==> src/rtl/pipe_perf_monitor.sv <==
// pipe_perf_monitor: run/halt gated cycle, time and hazard-event counters
// with sticky overflow flags, a snapshot shadow bank and a registered read port.
module pipe_perf_monitor #(
   parameter int CNT_W    = 32,
   parameter int N_EVT    = 5,
   parameter int STEP_INC = 20,
   parameter int SATURATE = 1,
   parameter int SEL_W    = 5
) (
   input  logic             i_clk,
   input  logic             i_nrst,
   input  logic             i_start,
   input  logic             i_stop,
   input  logic             i_clr,
   input  logic             i_snap,
   input  logic [N_EVT-1:0] i_evt,
   input  logic [SEL_W-1:0] i_sel,
   input  logic             i_rd_shadow,
   output logic [CNT_W-1:0] o_rd_data,
   output logic [N_EVT+1:0] o_ovf,
   output logic             o_running,
   output logic             o_snap_valid
);

   localparam int NC = N_EVT + 2;

   typedef enum logic [1:0] {
      ST_IDLE,
      ST_RUN,
      ST_HALT
   } state_t;

   state_t           r_state;
   state_t           w_state_nxt;
   logic             r_running;
   logic             r_snap_valid;
   logic [NC-1:0]    r_ovf;
   logic [CNT_W-1:0] r_rd;
   logic [CNT_W-1:0] r_cnt     [NC];
   logic [CNT_W-1:0] r_shd     [NC];
   logic [CNT_W-1:0] w_inc     [NC];
   logic [CNT_W:0]   w_sum     [NC];
   logic [CNT_W-1:0] w_cnt_nxt [NC];
   logic [NC-1:0]    w_carry;
   logic [CNT_W-1:0] w_rd;
   logic             w_count;

   // Clear dominates; a simultaneous start+stop never leaves IDLE/HALT.
   always_comb begin
      w_state_nxt = r_state;
      if (i_clr) begin
         w_state_nxt = ST_IDLE;
      end else begin
         case (r_state)
            ST_IDLE, ST_HALT: begin
               if (i_start && !i_stop) w_state_nxt = ST_RUN;
            end
            ST_RUN: begin
               if (i_stop) w_state_nxt = ST_HALT;
            end
            default: w_state_nxt = ST_IDLE;
         endcase
      end
   end

   always_ff @(posedge i_clk or negedge i_nrst) begin
      if (!i_nrst) begin
         r_state   <= ST_IDLE;
         r_running <= 1'b0;
      end else begin
         r_state   <= w_state_nxt;
         r_running <= (w_state_nxt == ST_RUN);
      end
   end

   assign w_count = (r_state == ST_RUN);

   always_comb begin
      for (int i = 0; i < NC; i++) begin
         w_inc[i] = '0;
      end
      w_inc[0] = CNT_W'(1);
      w_inc[1] = CNT_W'(STEP_INC);
      for (int k = 0; k < N_EVT; k++) begin
         w_inc[k+2] = CNT_W'(i_evt[k]);
      end
      for (int i = 0; i < NC; i++) begin
         w_sum[i]     = {1'b0, r_cnt[i]} + {1'b0, w_inc[i]};
         w_carry[i]   = w_sum[i][CNT_W];
         w_cnt_nxt[i] = (w_carry[i] && SATURATE != 0) ? '1
                                                      : w_sum[i][CNT_W-1:0];
      end
   end

   // Unmapped indices read as zero.
   always_comb begin
      w_rd = '0;
      for (int i = 0; i < NC; i++) begin
         if (i_sel == SEL_W'(i)) begin
            w_rd = i_rd_shadow ? r_shd[i] : r_cnt[i];
         end
      end
   end

   always_ff @(posedge i_clk or negedge i_nrst) begin
      if (!i_nrst) begin
         for (int i = 0; i < NC; i++) begin
            r_cnt[i] <= '0;
            r_shd[i] <= '0;
         end
         r_ovf        <= '0;
         r_snap_valid <= 1'b0;
         r_rd         <= '0;
      end else begin
         r_rd <= w_rd;
         if (i_clr) begin
            for (int i = 0; i < NC; i++) begin
               r_cnt[i] <= '0;
               r_shd[i] <= '0;
            end
            r_ovf        <= '0;
            r_snap_valid <= 1'b0;
         end else begin
            if (i_snap) begin
               for (int i = 0; i < NC; i++) begin
                  r_shd[i] <= r_cnt[i];
               end
               r_snap_valid <= 1'b1;
            end
            if (w_count) begin
               for (int i = 0; i < NC; i++) begin
                  r_cnt[i] <= w_cnt_nxt[i];
                  if (w_carry[i]) r_ovf[i] <= 1'b1;
               end
            end
         end
      end
   end

   assign o_rd_data    = r_rd;
   assign o_ovf        = r_ovf;
   assign o_running    = r_running;
   assign o_snap_valid = r_snap_valid;

endmodule

==> config.mk <==
export PLATFORM = sky130hd
export DESIGN_NAME = pipe_perf_monitor
export DESIGN_NICKNAME = d
export VERILOG_FILES = /design/src/rtl/pipe_perf_monitor.sv
export SDC_FILE = /design/constraint.sdc
export NUM_CORES = 1
export LEC_CHECK = 0
export BUFFER_PORTS_ARGS = -buffer_cell sky130_fd_sc_hd__buf_2
export CORE_ASPECT_RATIO = 2
export CORE_MARGIN = 5
export CORE_UTILIZATION = 28
export CTS_CLUSTER_SIZE = 10
export DETAILED_ROUTE_END_ITERATION = 10
export GPL_TIMING_DRIVEN = 0
export SETUP_SLACK_MARGIN = 0.3
export SLEW_MARGIN = 20
export SYNTH_ARGS = -nofsm -noshare
export SYNTH_HDL_FRONTEND = slang
export SYNTH_SLANG_ARGS = --single-unit
export TNS_END_PERCENT = 5
==> constraint.sdc <==
create_clock -name i_clk -period 4.3 [get_ports i_clk]
set_input_delay 0.215 -clock i_clk [delete_from_list [all_inputs] [get_ports i_clk]]
set_output_delay 0.215 -clock i_clk [all_outputs]
set_load 0.02 [all_outputs]
Word level (Yosys, flattened, before mapping)

Cells that the tools add are included.

Add/subtract/negate cells: 7
Equality and inequality tests: 9
Multiplexer cells: 40
Reductions and logical operators: 21

Operator list:

| cell                  | number |
|---|---|
| $mux 224              | 4 |
| $mux 32               | 21 |
| $add 32x1->33         | 5 |
| $add 32x1->33 const B | 1 |
| $add 32x5->33 const B | 1 |
| $reduce_bool 2->1     | 9 |
| $eq 5x3->1 const B    | 3 |
| $mux 7                | 2 |
| $reduce_and 2->1      | 7 |
| $eq 5x2->1 const B    | 2 |
| $mux 1                | 9 |
| $mux 2                | 3 |
| $eq 5x1->1 const B    | 1 |
| $logic_not 5->1       | 1 |
| $eq 2x1->1 const B    | 2 |
| $pmux 2 s2            | 1 |
| $eq 2x2->1 const B    | 1 |
| $logic_not 2->1       | 1 |
| $reduce_or 2->1       | 1 |
| $logic_and 1x1->1     | 1 |
| $logic_not 1->1       | 1 |

Register bits after elaboration: 491
Bits of input ports: 17
Output and inout bits: 41
Word-level logic and storage cells: 102

Depth between registers and ports, before layout

Gate-level depths: netlist (run 1).

Depth after elaboration: 8
Mapped depth: 9

Worst setup path after synthesis (run 1)

No wires, ideal clock.

Path type: reg-to-reg
Start point: register r_cnt[96] in the netlist's numbering
End point: register r_cnt[126] in the netlist's numbering
Setup time: 127 ps
Arrival: 2017 ps
Data required time: 4173 ps
Slack: 2156 ps
Cell stages (with the launch flop): 8
Period minus slack after synthesis: 2144 ps
Path through: dfrtp_1 ha_1 ha_1 nand3_1 or4_1 or4_4 xor2_1 o21ai_2

Cells in the longest elaborated chain, start to end: 4

Ends and longest elaborated chain:

| what                             | RTL line | RTL |
|---|---|---|
| start: declaration               | 39       | `logic [CNT_W-1:0] r_cnt [NC];` |
| start signal: indexed assignment | 132      | `r_cnt[i] <= w_cnt_nxt[i];` |
| $add 32x1->33                    | 88       | `w_sum[i] = {1'b0, r_cnt[i]} + {1'b0, w_inc[i]};` |
| $mux 32                          | 90       | `w_cnt_nxt[i] = (w_carry[i] && SATURATE != 0) ? '1` |
| $mux 224                         | 130      | `if (w_count) begin` |
| $mux 224                         | 116      | `if (i_clr) begin` |

No other way between the ends. The select of a mux whose other input is x is not followed.
A chain may end at the register's enable or synchronous reset.

Worst setup path in the final report (run 1)

Start point: input port i_clr
End point: register r_state[0]

Cells in the longest elaborated chain, start to end: 1

Ends and longest elaborated chain:

| what                   | RTL line | RTL |
|---|---|---|
| start: declaration     | 14       | `input logic i_clr,` |
| $mux 2                 | 51       | `if (i_clr) begin` |
| via w_state_nxt[0]     | 34       | `state_t w_state_nxt;` |
| end signal: assignment | 71       | `r_state <= w_state_nxt;` |
| end: declaration       | 33       | `state_t r_state;` |

The timed path passes the listed nets, and every way through them passes these cells.

==> impl_metrics.py, run 1 <==
metrics = {
    "grt": {
        "grt_max_degree": 96,
        "gr-usage-met1_pct": 18.17,
        "grt_use_met2_pct": 32.88,
        "top_usage_layer": "met2",
        "grt_usage_pct": 18.99,
        "grt_pass1_vias": 21600,
        "gr-total-overflow": 0,
        "antenna_found_initial": 10,
        "grt_pass1_wl_mm": 140.5,
        "grt.met3_usage_pct": 2.847,
    },
    "synth": {
        "netlist.area_leader.share_pct": 47.02,
        "ys_seq_elements": 489,
        "synth_top_area_cell": "dfrtp_1",
        "synth.distinct_cells": 67,
        "syn_avg_cell_area_um2": 10.05,
        "async_flop_share_pct": 100.0,
        "synth_edf_count": 0,
        "yosysSeqAreaShare_pct": 47.02,
        "ys.flop_type": "dfrtp_1",
        "synthesis.nets": 2619,
        "yosys_warnings": 0,
        "yosysMostFrequentCell": "dfrtp_1",
        "synth_cells": 2590,
        "synth_common_cells": "489 x dfrtp_1, 423 x mux2i_1, 281 x nor2_1",
        "synth_area_mm2": 0.02602,
        "synth.area.top_cells": "dfrtp_1 47%, mux2i_1 16%, o21ai_0 4.3%, nor2_1 4.1%, xnor2_1 4.0%",
    },
    "pwr": {
        "ir_drop_mv": 0.3515,
        "leakagePower_nw": 13.00,
        "powerDensity_mw_per_mm2": 319.1,
    },
    "floorplanning": {
        "die-area_mm2": 0.09951,
        "num_rows": 158,
        "core_mm2": 0.09252,
        "ios": 58,
        "die_w_um": 225.6,
        "start_util_pct": 28.13,
        "die_h_um": 441.1,
    },
    "sta": {
        "setup_viol": 0,
        "finClkSkew_ps": 21.39,
        "maxSlewViolCount": 0,
        "relSlewSlack_pct": 20.94,
        "max_freq_mhz": 266.5,
        "hold_ws_ps": 23.98,
        "rsz0062_at_grt": "no",
        "hold_viol_final": 0,
        "fin_crit_sh_pct": 87.26,
        "min_period_ps": 3752,
        "worstMarginPinSlew_ps": 1186,
    },
    "status": {
        "status": "completed",
    },
    "layout": {
        "syn_to_final_growth_pct": 13.23,
        "fin_util_pct": 31.85,
        "fillers": 9641,
        "nets": 2741,
        "drive_gt1_share_pct": 8.146,
        "fin_area_mm2": 0.02947,
    },
    "routing": {
        "wl_mm": 96.31,
        "drc_errors": 0,
        "detail_route.first_pass.iterations": 7,
        "drt_iter0_drc": 1817,
        "ant_nets": 0,
        "viasPerCell": 5.351,
        "num_vias": 20980,
        "wl_per_cell_um": 24.56,
    },
    "clocking": {
        "cts-root-buf": "clkbuf_16",
        "cts.path.max_buffers": 3,
        "clock-sinks": 489,
        "clkSlewWorstSetupHoldPaths_ps": 60,
        "htreeDepth": 2,
        "cts_tree": "yes",
        "postCtsHoldBufs": 4,
        "cts_made_buffers": 54,
        "post_cts_buffers": 0,
        "cts_resized": 0,
        "clock_latency_ps": 630,
    },
    "setup_path": {
        "cp.buffers_inverters": 6,
        "crit_path_start_kind": "input port",
        "crit_type": "in -> reg",
        "worstPathCellList": "buf_2 -> clkbuf_1 -> clkbuf_1 -> clkbuf_1 -> buf_1 -> nor3_1 -> dlygate4sd3_1",
        "path_depth": 7,
        "regToRegStartpoint": "r_state[1]",
        "startpoint": "i_clr",
        "reg2reg_slack_ps": 1040,
        "reg2reg_to": "r_state[0]",
        "crit_path_frequent_cell": "clkbuf_1",
        "worst_ep_arrival_time_ps": 4250,
        "crit_family": "buffers and inverters",
        "endpoint_kind": "flip-flop",
        "critical_path.endpoint": "r_state[0]",
        "slowest_delay_ps": 850,
        "slowest_stage": "clkbuf_1",
        "critPathMaxFanout": 10,
        "required_ps": 4800,
        "reg2reg_depth": 6,
    },
    "hold_path": {
        "hp-class": "in -> reg",
    },
    "placement": {
        "dpl.hpwl_mm": 73.02,
        "place_area_mm2": 0.02802,
        "port_buffers": 55,
        "place.gp.congestion": 0.9699,
    },
    "job": {
        "maxCapViolCount": 0,
    },
}
-- registers in the layout (all words and copies together) (netlist names) --
register / cells
r_shd: 223
o_snap_valid: 1
o_running: 1
o_ovf: 7
r_cnt: 223
r_state: 2
o_rd_data: 32
-- final cells by class --
cell class | instances | area (um2) | share of cell area [%]
plain buffers | 196 | 799.5 | 2.713
flip-flops and latches | 489 | 12240 | 41.53
inverters | 27 | 101.3 | 0.3439
clock buffers | 56 | 1380 | 4.683
repair buffers | 66 | 505.5 | 1.715
clock inverters | 1 | 8.758 | 0.02972
multi-input cells | 1878 | 12910 | 43.82
well taps | 1200 | 1501 | 5.095
diodes | 8 | 20.02 | 0.06794
-- logic make-up after synthesis --
logic type	synth area share [%]
adders and majority gates	0.5769
xor gates and xnor gates	6.125
buffers and inverters	3.447
DFF	47.02
and+or+nand+nor	15.36
AOI/OAI and AO/OA	9.813
muxes	17.65
-- tightest hold or removal path, stage by stage --
cell and delay (ps):
buf_2 110, nor3b_4 80, nand2_2 110, o21ai_0 90
-- power breakdown --
part / total (W) / internal, W / switching (W)
clock: 0.00413 / 0.00223 / 0.00189
sequential: 0.00464 / 0.00462 / 0.0000157
combinational: 0.000639 / 0.000175 / 0.000464
total: 0.00940 / 0.00703 / 0.00237
-- stage by stage --
step                cells  setup TNS (ps)  setup WS (ps)  total power, W
detailed placement   3852               0          569.8        0.005353
floorplan            2590               0           2156        0.005033
global placement     3845        -3637490          -7564        0.005333
CTS                  3913               0          701.1        0.009466
finish               3921               0          547.9        0.009404
global route         3914               0          619.9        0.009644
-- per-layer routing --
metal | vias up | share of wire (%)
met5 | - | 0.013
met4 | 2 | 14
met3 | 404 | 4.7
met2 | 760 | 49
met1 | 10390 | 32
li1 | 9428 | -
-- worst min-delay path by stage --
stage | start | endpoint | slack, ps | depth (start not counted)
6_report | i_clr | r_cnt[112] | 20 | 4
5_1_grt | i_clr | r_cnt[112] | 60 | 4
4_1_cts | i_clr | r_cnt[112] | 30 | 4
3_5_place_dp | i_nrst | r_shd[206] | 140 | 1
3_3_place_gp | i_stop | r_state[0] | 440 | 2
2_1_floorplan | i_nrst | o_ovf[0] | -80 | 0
-- placed cells by master, fill, tap and decap left out, drive strengths merged, types with 8 or more instances in the layout --
master,count
a21oi,15
xor2,64
or4,11
diode,8
nand4,58
o21ai,266
buf,121
clkbuf,193
ha,12
nor3,99
o21a,26
o22ai,40
and4,20
nor2,281
xnor2,118
nor2b,8
nand2,106
nand3,76
nand2b,8
mux2,32
dfrtp,489
inv,28
and2,9
a21o,26
o211ai,34
nor4,46
mux2i,423
and3,45
No activity file was read; power rests on OpenSTA's default activity.
==> run 2: changes to the inputs <==
CORE_UTILIZATION = 51   (was 28)
PLACE_DENSITY = 0.67   (was default)
==> impl_metrics.py, run 2 (synthesis gave the netlist of run 1 again) <==
metrics = {
    "routing": {
        "detail_route.first_pass.iterations": 6,
        "num_vias": 20960,
        "wl_per_cell_um": 26.62,
        "viasPerCell": 6.221,
        "drt_iter0_drc": 2144,
        "drc_errors": 0,
        "ant_nets": 0,
        "wl_mm": 89.67,
    },
    "layout": {
        "diodes": 0,
        "final_cell_mix": "489 x dfrtp_1, 423 x mux2i_1, 281 x nor2_1",
        "multi_input_comb_area_mm2": 0.01291,
        "mostFrequentLayoutCell": "dfrtp_1",
        "fin_util_pct": 56.71,
        "fin_area_mm2": 0.02881,
        "instances_no_fill": 3369,
        "seq_area_mm2": 0.01224,
        "nets": 2742,
        "fillers": 4470,
        "drive_gt1_share_pct": 8.103,
        "syn_to_final_growth_pct": 10.69,
    },
    "pwr": {
        "p_comb_share_pct": 6.8,
        "powerDensity_mw_per_mm2": 326.1,
        "leakagePower_nw": 13.02,
        "intPower_w": 0.007100,
        "clkPwrFrac_pct": 43.9,
        "finalPower_w": 0.009394,
        "pwr-share-seq_pct": 49.3,
        "swShare_pct": 24.42,
        "ir_drop_mv": 0.2978,
        "switchingPower_w": 0.002294,
    },
    "job": {
        "maxCapViolCount": 0,
    },
    "setup_path": {
        "reg2reg_to": "r_cnt[70]",
        "crit_path_start_kind": "flip-flop",
        "reg2reg_depth": 7,
        "critPathMaxFanout": 10,
        "crit_type": "reg -> reg",
        "regToRegStartpoint": "r_state[1]",
        "reg2reg_slack_ps": 690,
        "worst_ep_arrival_time_ps": 4060,
        "endpoint_kind": "flip-flop",
        "required_ps": 4750,
    },
    "hold_path": {
        "hold_path_end": "r_cnt[64]",
        "hold_depth": 4,
        "worstHoldStart": "i_evt[2]",
        "hp-class": "in -> reg",
    },
    "sta": {
        "rsz0062_at_grt": "no",
        "setup_viol": 0,
        "maxSlewViolCount": 0,
        "finClkSkew_ps": 20.87,
        "hold_viol_final": 0,
        "min_period_ps": 3609,
        "max_freq_mhz": 277.1,
        "relSlewSlack_pct": 20.51,
        "fin_crit_sh_pct": 83.93,
        "worstMarginPinSlew_ps": 1192,
    },
    "clocking": {
        "cts-root-buf": "clkbuf_16",
        "clock-sinks": 489,
        "clkSlewWorstSetupHoldPaths_ps": 60,
        "cts_resized": 0,
        "cts.path.max_buffers": 3,
        "clock_latency_ps": 610,
        "cts_tree": "yes",
        "post_cts_buffers": 0,
        "htreeDepth": 2,
        "cts_made_buffers": 54,
        "postCtsHoldBufs": 4,
    },
    "grt": {
        "gr-total-overflow": 0,
        "grt_pass1_vias": 21400,
        "grt_usage_pct": 31.92,
        "grt.met3_usage_pct": 4.059,
        "grt_pass1_wl_mm": 133.5,
        "gr-usage-met1_pct": 33.66,
        "top_usage_layer": "met2",
        "grt_max_degree": 100,
        "antenna_found_initial": 0,
        "grt_use_met2_pct": 54.44,
    },
    "floorplanning": {
        "ios": 58,
        "die_h_um": 329.5,
        "start_util_pct": 51.23,
        "num_rows": 117,
        "core_mm2": 0.05080,
        "die-area_mm2": 0.05592,
        "die_w_um": 169.7,
    },
    "status": {
        "status": "completed",
    },
    "placement": {
        "dpl.hpwl_mm": 67.18,
        "place_area_mm2": 0.02734,
        "place.gp.congestion": 1.018,
        "dp.cells": 3307,
        "port_buffers": 55,
    },
}
[run 2: how the worst max path moves through the flow]
| stage | startpoint | to | slack [ps] |
|---|---|---|---|
| global placement | i_nrst | r_cnt[141] | -6990 |
| finish | r_state[1] | r_cnt[70] | 690 |
| global route | r_state[1] | r_cnt[172] | 660 |
| CTS | i_clr | r_state[0] | 800 |
| floorplan | r_cnt[96] | r_cnt[126] | 2160 |
| detailed placement | i_clr | r_cnt[111] | 470 |
[run 2: layout make-up]
cell class / count / share of cell area [%]
multi-input combinational: 1878 / 44.83
sequential: 489 / 42.48
clock buffer: 58 / 4.965
tap: 654 / 2.841
buffer: 196 / 2.763
timing repair buffer: 67 / 1.768
inverter: 27 / 0.3518
[run 2: worst max-delay path: stages, from the launching register on]
cell	delay, ps
dfrtp_1	790
nand2b_1	190
clkbuf_1	850
clkbuf_1	920
nor2_1	210
and3_1	260
xnor2_1	120
o21ai_0	80
[run 2: power by group through the flow]
stage / Sequential [W] / Combinational, W / Clock (W)
detailed placement: 0.00472 / 0.000627 / 0
global route: 0.00463 / 0.000672 / 0.00434
global placement: 0.00472 / 0.000599 / 0
floorplan: 0.00473 / 0.000306 / 0
CTS: 0.00463 / 0.000632 / 0.00418
finish: 0.00464 / 0.000636 / 0.00412
[run 2: stage by stage]
stage / setup slack [ps] / hold WS, ps / setup TNS, ps
floorplan: 2156 / -80.59 / 0
global placement: -6986 / 444.6 / -3366470
detailed placement: 468.1 / 225.0 / 0
CTS: 797.3 / 43.82 / 0
global route: 655.8 / 99.33 / 0
finish: 691.1 / 73.86 / 0
[run 2: layer usage]
metal	routed length [um]	share of wire [%]
met3	4271	4.8
met4	10670	12
met1	30450	34
met5	0	0
met2	44280	49
